[src/rtl/uart_pkg.sv]
`default_nettype none
// ============================================================================
//  Module : uart_pkg
//  Brief  : Shared UART definitions: FSM state encoding, baud helper and the
//           default line-rate constants used by both the TX and RX sides.
//  Rev    : 1.0  initial release
// ============================================================================
package uart_pkg;

    localparam int DEFAULT_CLK_FREQ    = 100_000_000;
    localparam int DEFAULT_BAUD_RATE   = 9600;
    localparam int DEFAULT_DATA_LENGTH = 8;

    typedef enum logic [1:0] {
        ST_IDLE  = 2'd0,
        ST_START = 2'd1,
        ST_DATA  = 2'd2,
        ST_STOP  = 2'd3
    } tx_state_t;

    // Integer divide on purpose: the residual baud error is accepted.
    function automatic int calc_clks_per_bit(input int clk_freq, input int baud_rate);
        return clk_freq / baud_rate;
    endfunction

endpackage
`default_nettype wire

[src/rtl/uart_baud_tick.sv]
`default_nettype none
// ============================================================================
//  Module : uart_baud_tick
//  Brief  : Clearable bit-period counter; bit_end is high for the last clock
//           of every CLKS_PER_BIT-cycle bit period while enabled.
//  Rev    : 1.0  initial release
// ============================================================================
module uart_baud_tick #(
    parameter int CLKS_PER_BIT = 4
) (
    input  logic clk,
    input  logic rst,
    input  logic enable,
    input  logic clear,
    output logic bit_end
);

    localparam int                c_cnt_w = (CLKS_PER_BIT > 1) ? $clog2(CLKS_PER_BIT) : 1;
    localparam logic [c_cnt_w-1:0] c_last = c_cnt_w'(CLKS_PER_BIT - 1);

    logic [c_cnt_w-1:0] r_cnt;

    assign bit_end = enable && !clear && (r_cnt == c_last);

    always_ff @(posedge clk) begin
        if (!rst) begin
            r_cnt <= '0;
        end else if (clear || bit_end) begin
            r_cnt <= '0;
        end else if (enable) begin
            r_cnt <= r_cnt + 1'b1;
        end
    end

endmodule
`default_nettype wire

[src/rtl/uart_tx_serializer.sv]
`default_nettype none
// ============================================================================
//  Module : uart_tx_serializer
//  Brief  : 8N1-style UART transmitter with a one-deep holding register so a
//           start arriving mid-frame is sent back-to-back with no idle gap.
//  Rev    : 1.0  initial release
// ============================================================================
module uart_tx_serializer
    import uart_pkg::*;
#(
    parameter int DATA_LENGTH = DEFAULT_DATA_LENGTH,
    parameter int CLK_FREQ    = DEFAULT_CLK_FREQ,
    parameter int BAUD_RATE   = DEFAULT_BAUD_RATE,
    parameter int STOP_BITS   = 1
) (
    input  logic                   clk,
    input  logic                   rst,
    input  logic                   start,
    input  logic [DATA_LENGTH-1:0] data,
    output logic                   tx,
    output logic                   busy,
    output logic                   done,
    output logic                   overrun
);

    localparam int                 c_clks_per_bit = calc_clks_per_bit(CLK_FREQ, BAUD_RATE);
    localparam int                 c_bit_w        = (DATA_LENGTH > 1) ? $clog2(DATA_LENGTH) : 1;
    localparam logic [c_bit_w-1:0] c_last_bit     = c_bit_w'(DATA_LENGTH - 1);
    localparam logic [c_bit_w-1:0] c_last_stop    = c_bit_w'(STOP_BITS - 1);

    tx_state_t              r_state;
    logic [DATA_LENGTH-1:0] r_shift;
    logic [DATA_LENGTH-1:0] r_hold;
    logic                   r_hold_valid;
    logic [c_bit_w-1:0]     r_bit_cnt;
    logic                   r_tx;
    logic                   r_busy;
    logic                   r_done;
    logic                   r_overrun;

    logic w_bit_end;
    logic w_active;
    logic w_frame_end;
    logic w_direct_load;

    assign w_active      = (r_state != ST_IDLE);
    assign w_frame_end   = (r_state == ST_STOP) && w_bit_end && (r_bit_cnt == c_last_stop);
    // With the hold empty, a start on the final stop edge becomes the next frame directly.
    assign w_direct_load = w_frame_end && !r_hold_valid;

    uart_baud_tick #(
        .CLKS_PER_BIT (c_clks_per_bit)
    ) u_baud_tick (
        .clk     (clk),
        .rst     (rst),
        .enable  (w_active),
        .clear   (!w_active),
        .bit_end (w_bit_end)
    );

    always_ff @(posedge clk) begin
        if (!rst) begin
            r_state      <= ST_IDLE;
            r_shift      <= '0;
            r_hold       <= '0;
            r_hold_valid <= 1'b0;
            r_bit_cnt    <= '0;
            r_tx         <= 1'b1;
            r_busy       <= 1'b0;
            r_done       <= 1'b0;
            r_overrun    <= 1'b0;
        end else begin
            r_done    <= 1'b0;
            r_overrun <= 1'b0;

            case (r_state)
                ST_IDLE: begin
                    if (start) begin
                        r_shift   <= data;
                        r_tx      <= 1'b0;
                        r_busy    <= 1'b1;
                        r_bit_cnt <= '0;
                        r_state   <= ST_START;
                    end
                end
                ST_START: begin
                    if (w_bit_end) begin
                        r_tx      <= r_shift[0];
                        r_shift   <= r_shift >> 1;
                        r_bit_cnt <= '0;
                        r_state   <= ST_DATA;
                    end
                end
                ST_DATA: begin
                    if (w_bit_end) begin
                        if (r_bit_cnt == c_last_bit) begin
                            r_tx      <= 1'b1;
                            r_bit_cnt <= '0;
                            r_state   <= ST_STOP;
                        end else begin
                            r_tx      <= r_shift[0];
                            r_shift   <= r_shift >> 1;
                            r_bit_cnt <= r_bit_cnt + 1'b1;
                        end
                    end
                end
                ST_STOP: begin
                    if (w_frame_end) begin
                        r_done    <= 1'b1;
                        r_bit_cnt <= '0;
                        if (r_hold_valid) begin
                            r_shift      <= r_hold;
                            r_hold_valid <= 1'b0;
                            r_tx         <= 1'b0;
                            r_state      <= ST_START;
                        end else if (start) begin
                            r_shift <= data;
                            r_tx    <= 1'b0;
                            r_state <= ST_START;
                        end else begin
                            r_busy  <= 1'b0;
                            r_state <= ST_IDLE;
                        end
                    end else if (w_bit_end) begin
                        r_bit_cnt <= r_bit_cnt + 1'b1;
                    end
                end
                default: begin
                    r_state <= ST_IDLE;
                end
            endcase

            // Mid-frame requests: park one word, drop and flag anything beyond that.
            if (start && w_active && !w_direct_load) begin
                if (!r_hold_valid) begin
                    r_hold       <= data;
                    r_hold_valid <= 1'b1;
                end else begin
                    r_overrun <= 1'b1;
                end
            end
        end
    end

    assign tx      = r_tx;
    assign busy    = r_busy;
    assign done    = r_done;
    assign overrun = r_overrun;

endmodule
`default_nettype wire
[config.mk]
export PLATFORM = sky130hd
export DESIGN_NAME = uart_tx_serializer
export DESIGN_NICKNAME = d
export VERILOG_FILES = /design/src/rtl/uart_pkg.sv /design/src/rtl/uart_baud_tick.sv /design/src/rtl/uart_tx_serializer.sv
export SDC_FILE = /design/constraint.sdc
export NUM_CORES = 1
export LEC_CHECK = 0
export CAP_MARGIN = 0
export CORE_ASPECT_RATIO = 0.6
export CORE_UTILIZATION = 30
export DETAILED_ROUTE_END_ITERATION = 6
export PLACE_DENSITY = 0.57
export SETUP_SLACK_MARGIN = 0.1
export SLEW_MARGIN = 20
export SYNTH_ARGS = -nofsm -noshare
export SYNTH_HDL_FRONTEND = slang
export SYNTH_SLANG_ARGS = --single-unit
[constraint.sdc]
create_clock -name clk -period 2.1 [get_ports clk]
set_clock_uncertainty 0.15 [all_clocks]
set_input_delay 0.63 -clock clk [delete_from_list [all_inputs] [get_ports clk]]
set_output_delay 0.63 -clock clk [all_outputs]
set_load 0.02 [all_outputs]
# Word-level counts from Yosys, hierarchy flattened
# Index checks and enable logic that the tools add are counted.
[totals] ff_bits=40 inputBits=11 out_inout_bits=4 elab_cells=91
[classes] addsub=2 n_eq_ne=14 muxes=40 n_bitwise=2 reduce_logical=23
[ops] cell="8-bit two-way mux" count=6
[ops] cell="8-bit case mux with 4 select lines" count=1
[ops] cell="1-bit two-way mux" count=18
[ops] cell="3-bit two-way mux" count=6
[ops] cell="14-bit by 1-bit adder with 14-bit output, second input constant" count=1
[ops] cell="14-bit equality test, second input constant" count=1
[ops] cell="2-bit inequality test, second input constant" count=6
[ops] cell="3-bit case mux with 4 select lines" count=1
[ops] cell="2-bit two-way mux" count=5
[ops] cell="5-bit AND reduction" count=2
[ops] cell="2-bit case mux with 4 select lines" count=1
[ops] cell="4-bit AND reduction" count=2
[ops] cell="1-bit logical AND" count=6
[ops] cell="2-bit AND reduction" count=3
[ops] cell="2-bit equality test, second input constant" count=2
[ops] cell="2-bit by 1-bit inequality test with 1-bit output, second input constant" count=2
[ops] cell="1-bit case mux with 4 select lines" count=1
[ops] cell="2-bit nonzero test" count=2
[ops] cell="3-bit by 1-bit adder with 3-bit output, second input constant" count=1
[ops] cell="3-bit equality test, second input constant" count=1
[ops] cell="1-bit logical NOT" count=3
[ops] cell="3-bit logical NOT" count=1
[ops] cell="3-bit by 2-bit inequality test with 1-bit output, second input constant" count=1
[ops] cell="3-bit AND reduction" count=1
[ops] cell="other kinds (6)" count=7

# Logic depth before layout (Yosys ltp)
[logic_depth] ltp_word=8 mapped_depth=8 depth_no_buf=7

# By module
# From an unflattened synthesis, not the netlist that was laid out.
[hier_totals] cells_unflattened=215 area_unflattened_um2=2030.7
[modules_own_cells] module="uart_tx_serializer" n_inst=1 cells_each=143 area_per_inst_um2=1358.8 seq_area_each_um2=520.5
[modules_own_cells] module="uart_baud_tick" n_inst=1 cells_each=72 area_per_inst_um2=671.9 seq_area_each_um2=280.3

# Worst setup path before layout
# Ideal clock, no wire load.
[synth_path] path_kind="reg2reg" start="reg r_state[0]" end="reg u_baud_tick.r_cnt[11]" setup_ns=0.070 arrival_ns=1.868 required_time_ns=1.880 slack_ns=0.011 stages_incl_launch_ff=7 path_buffers=0 synth_period_minus_slack_ns=2.089 path_cell_list="dfxtp_1 > inv_1 > ha_1 > nand4b_1 > or4_4 > or3_1 > a21oi_1"
[synth_between] elab_chain_cells=4 elab_cells_between_ends=5 classes_between="5 x reduce/logical"
[synth_rtl] item="start, declared" line="uart_tx_serializer.sv:31" text="tx_state_t r_state;"
[synth_rtl] item="start signal, assigned" line="uart_tx_serializer.sv:63" text="r_state <= ST_IDLE;"
[synth_rtl] item="start signal, assigned" line="uart_tx_serializer.sv:83" text="r_state <= ST_START;"
[synth_rtl] item="start signal, assigned" line="uart_tx_serializer.sv:91" text="r_state <= ST_DATA;"
[synth_rtl] item="2-bit nonzero test (*)" line="uart_tx_serializer.sv:46" text="assign w_active = (r_state != ST_IDLE);"
[synth_rtl] item="1-bit logical NOT / 1-bit logical AND (equally long branches)" line="uart_tx_serializer.sv:57, uart_baud_tick.sv:23"
[synth_rtl] item="1-bit logical OR" line="uart_baud_tick.sv:28" text="end else if (clear || bit_end) begin"
[synth_rtl] item="2-bit OR reduction (no source line)"
[synth_rtl] item="end signal, assigned" line="uart_baud_tick.sv:31" text="r_cnt <= r_cnt + 1'b1;"
[synth_rtl] item="end, declared" line="uart_baud_tick.sv:21" text="logic [c_cnt_w-1:0] r_cnt;"
# Mark *: on every way between the ends. The rest lies on a longest branch, timed or not.
# A chain may end at the register's enable or synchronous reset.

# Worst setup path after layout
[layout_path] start="reg r_state[0]" end="reg r_hold[5]"
[layout_between] elab_chain_cells=8 elab_cells_between_ends=10 classes_between="1 x eq/ne; 9 x reduce/logical"
[layout_rtl] item="2-bit nonzero test" line="uart_tx_serializer.sv:46"
[layout_rtl] item="1-bit logical AND" line="uart_baud_tick.sv:23" text="assign bit_end = enable && !clear && (r_cnt == c_last);"
[layout_rtl] item="1-bit logical AND (2 in series)" line="uart_tx_serializer.sv:47" text="assign w_frame_end = (r_state == ST_STOP) && w_bit_end && (r_bit_cnt == c_last_stop);"
[layout_rtl] item="1-bit logical AND" line="uart_tx_serializer.sv:49" text="assign w_direct_load = w_frame_end && !r_hold_valid;"
[layout_rtl] item="1-bit logical NOT" line="uart_tx_serializer.sv:134" text="if (start && w_active && !w_direct_load) begin"
[layout_rtl] item="1-bit logical AND (*)" line="uart_tx_serializer.sv:134"
[layout_rtl] item="2-bit AND reduction (no source line) (*)"
[layout_rtl] item="end signal, assigned" line="uart_tx_serializer.sv:136" text="r_hold <= data;"
[layout_rtl] item="end, declared" line="uart_tx_serializer.sv:33" text="logic [DATA_LENGTH-1:0] r_hold;"
# Marks and branches as above.

==> run_results.csv <==
group,metric,value,unit
global_route,use_met2,0.206,
clock_network,cts_tree,"yes",
global_route,top_usage_layer,"met1",
cells_and_area,nets,295,
pwr,p_per_area,1260,nW/um^2
floorplan,core,6360,um^2
detailed_routing,ant_nets,0,
synthesis,synthMuxAreaShare,0.0890,
synthesis,synth-adder-area-share,0.0548,
placement,place.gp.congestion,0.792,
global_route,grt_max_degree,15,
outcome,status,"complete, no violations",
detailed_routing,num_vias,1825,
setup_path,path_buf_inv,2,
placement,io_buffers,14,
synthesis,syn_nets,255,
setup_path,cp.required,2.12,ns
synthesis,synth_cells,235,
floorplan,dieWidth,109,um
floorplan,ios,15,
min_path,hold_depth,2,
min_path,hold_class,"flop to flop",
synthesis,synth_compound_area_frac,0.157,
cells_and_area,drive_gt1_frac,0.232,
setup_path,worst-path-max-fanout,8,
cells_and_area,final_core_util,0.433,
synthesis,synth_largest_area_cell,"dfxtp_1",
setup_path,critPathMaxStageDelay,0.34,ns
detailed_routing,drtIter0Drc,148,
setup_path,reg2reg_depth,8,
synthesis,avgSynthCellArea,8.74,um^2
synthesis,yosysTopAreaCellShare,0.390,
setup_path,cpMaxStageDelayCell,"dfxtp_2",
timing,min_period,1.99,ns
synthesis,synth_area_leaders,"dfxtp_1 (39%), nor2_1 (8.4%), mux2i_1 (7.8%), ha_1 (5.5%), o21ai_0 (3.9%)",
pwr,p_leak,0.00114,uW
timing,final-hold-violation-count,0,
setup_path,start_kind,"flop",
synthesis,synthArstFlopShare,0,
placement,hpwl,3820,um
setup_path,end_kind,"flop",
floorplan,dieArea,7190,um^2
cells_and_area,n_antenna_cell,0,
timing,slew_viol_final,0,
floorplan,row_count,22,
synthesis,yosysUniqueCellTypes,47,
detailed_routing,via_per_inst,5.07,
synthesis,synth_edf_count,0,
timing,finalSetupViolations,0,
setup_path,critical_path_class,"flop to flop",
clock_network,root_buffer,"clkbuf_16",
clock_network,path_clk_slew,0.06,ns
clock_network,h-tree-depth,2,
detailed_routing,drtPass1Iterations,4,
clock_network,clkSinkCount,40,
detailed_routing,avgRoutedWirePerCell,14.2,um
global_route,grt.met3_usage,0.0266,
synthesis,synthXorXnorAreaFrac,0.0469,
placement,place_area,2470,um^2
timing,rsz0062_at_grt,"true",
detailed_routing,routed_wirelength,5120,um
global_route,antenna_found_initial,0,
synthesis,synth_seq_cells,40,
setup_path,crit_chain,"inv_2, ha_4, and4b_2, nand4_1, o211ai_4, buf_12, mux2i_1, nor2_1",
timing,fin_ws,0.106,ns
global_route,grt_pass1_wl,8450,um
synthesis,synth-seq-area-share,0.390,
synthesis,synth_top_family_by_area,"simple AND/OR/NAND/NOR gates",
global_route,grt_use_met1,0.242,
detailed_routing,drc_errors,0,
global_route,grt_pass1_vias,1694,
clock_network,ctsLongestPathBuffers,2,
timing,worstMarginPinSlew,0.431,ns
setup_path,critPathTopFamily,"simple AND/OR/NAND/NOR gates",
cells_and_area,area_delta_synth_final,34.0,%
clock_network,cts_buffers,5,
synthesis,synthTopCellsByCount,"nor2_1 (46), dfxtp_1 (40), mux2i_1 (16), o21ai_0 (16), inv_1 (13)",
floorplan,fp.dieH,66.1,um
placement,pre_cts_slack,-0.148,ns
pwr,ir_drop,0.000490,V
setup_path,crit_arrival,2.01,ns
synthesis,ys.flop_type,"dfxtp_1",
synthesis,syn_area,2050,um^2
flow_run,maxCapViolCount,0,
floorplan,start_util,0.323,
global_route,track_usage,0.152,
global_route,grt_remaining_overflow,0,
timing,min_period_over_period,0.950,
timing,maxSlewHeadroom,0.713,
synthesis,synth_most_common_cell,"nor2_1",
setup_path,cp.depth,8,
cells_and_area,stdcell_area,2750,um^2
timing,maxClockFrequency,501,MHz
clock_network,insertion_delay,0.28,ns
synthesis,yosys_warnings,0,
synthesis,synthSimpleGateAreaFrac,0.220,
power breakdown:
group | leakage, uW | switching [uW] | internal [uW]
Clock | 0.0000808 | 286 | 558
Sequential | 0.000327 | 100 | 903
Combinational | 0.000729 | 845 | 763
layout make-up:
type,instances,area [um^2]
clock buffers,6,129
clock inverters,2,35.0
fillers,619,3610
inverters,13,48.8
multi-input cells,173,1250
flip-flops and latches,40,803
well taps,84,105
repair buffers,42,380
layer usage:
| layer | routed length (um) | up-vias | part of all wire |
|---|---|---|---|
| li1 | - | 921 | - |
| met1 | 2860 | 851 | 0.56 |
| met2 | 1980 | 53 | 0.39 |
| met3 | 291 | 0 | 0.057 |
| met4 | 0 | 0 | 0 |
| met5 | 0 | - | 0 |
sequential cells by signal, summed over array words and instances (netlist names):
signal             flops
r_bit_cnt              3
done                   1
r_state                2
overrun                1
u_baud_tick.r_cnt     14
tx                     1
r_shift                8
r_hold                 8
busy                   1
r_hold_valid           1
timing repair:
action | CTS | global route
setup buffers | 1 | 2
setup endpoints to repair | 21 | 25
pin swaps | 6 | 6
hold buffers | 0 | 0
resized for setup | 9 | 23
layout by cell type (no fill, tap or decap), types with 2 or more instances in the layout:
cell,n
o21ai_0,12
clkdlybuf4s50_1,9
nor3_1,5
clkbuf_16,5
nor2_2,5
a22oi_1,7
dlymetal6s2s_1,3
mux2i_1,16
buf_4,26
inv_2,2
ha_2,2
nor2b_1,3
o22ai_1,7
nand4b_1,2
inv_1,11
a21oi_1,2
dlygate4sd2_1,2
xnor2_1,8
dfxtp_1,38
nand3_1,5
mux2_2,2
xor2_1,3
nor2_1,41
buf_12,2
ha_1,6
nand4_1,5
dfxtp_2,2
nand2_1,6
o21ai_1,5
metrics by stage:
step	hold WS (ns)	std cells	power (uW)	TNS [ns]
after floorplan	0.280	235	1860	0
after global placement	0.327	349	2440	-1.43
after detailed placement	0.343	349	2450	-1.51
after CTS	0.356	358	3390	0
after global routing	0.380	360	3670	0
final	0.351	360	3460	0
path summary, 6_finish.rpt:
kind,startpoint,end,slack (ns)
max reg2reg,r_state[0],r_hold[5],0.11
max,r_state[0],r_hold[5],0.11
min,r_hold[6],r_hold[6],0.35
min reg2reg,r_hold[6],r_hold[6],0.35
kinds of logic (layout without fill, tap and decap cells):
group | after synthesis | in the layout
xor+xnor | 11 | 11
fa+ha+maj | 9 | 9
flops | 40 | 40
mux | 18 | 18
simple gates | 88 | 88
buf+inv | 22 | 63
compound gates | 47 | 47
tightest hold or removal path, delay by kind of cell (launching register included):
kind          cells  cell delay (ns)
simple gates      1             0.07
mux               1             0.07
flops             1             0.33
(Power assumes the default switching activity.)
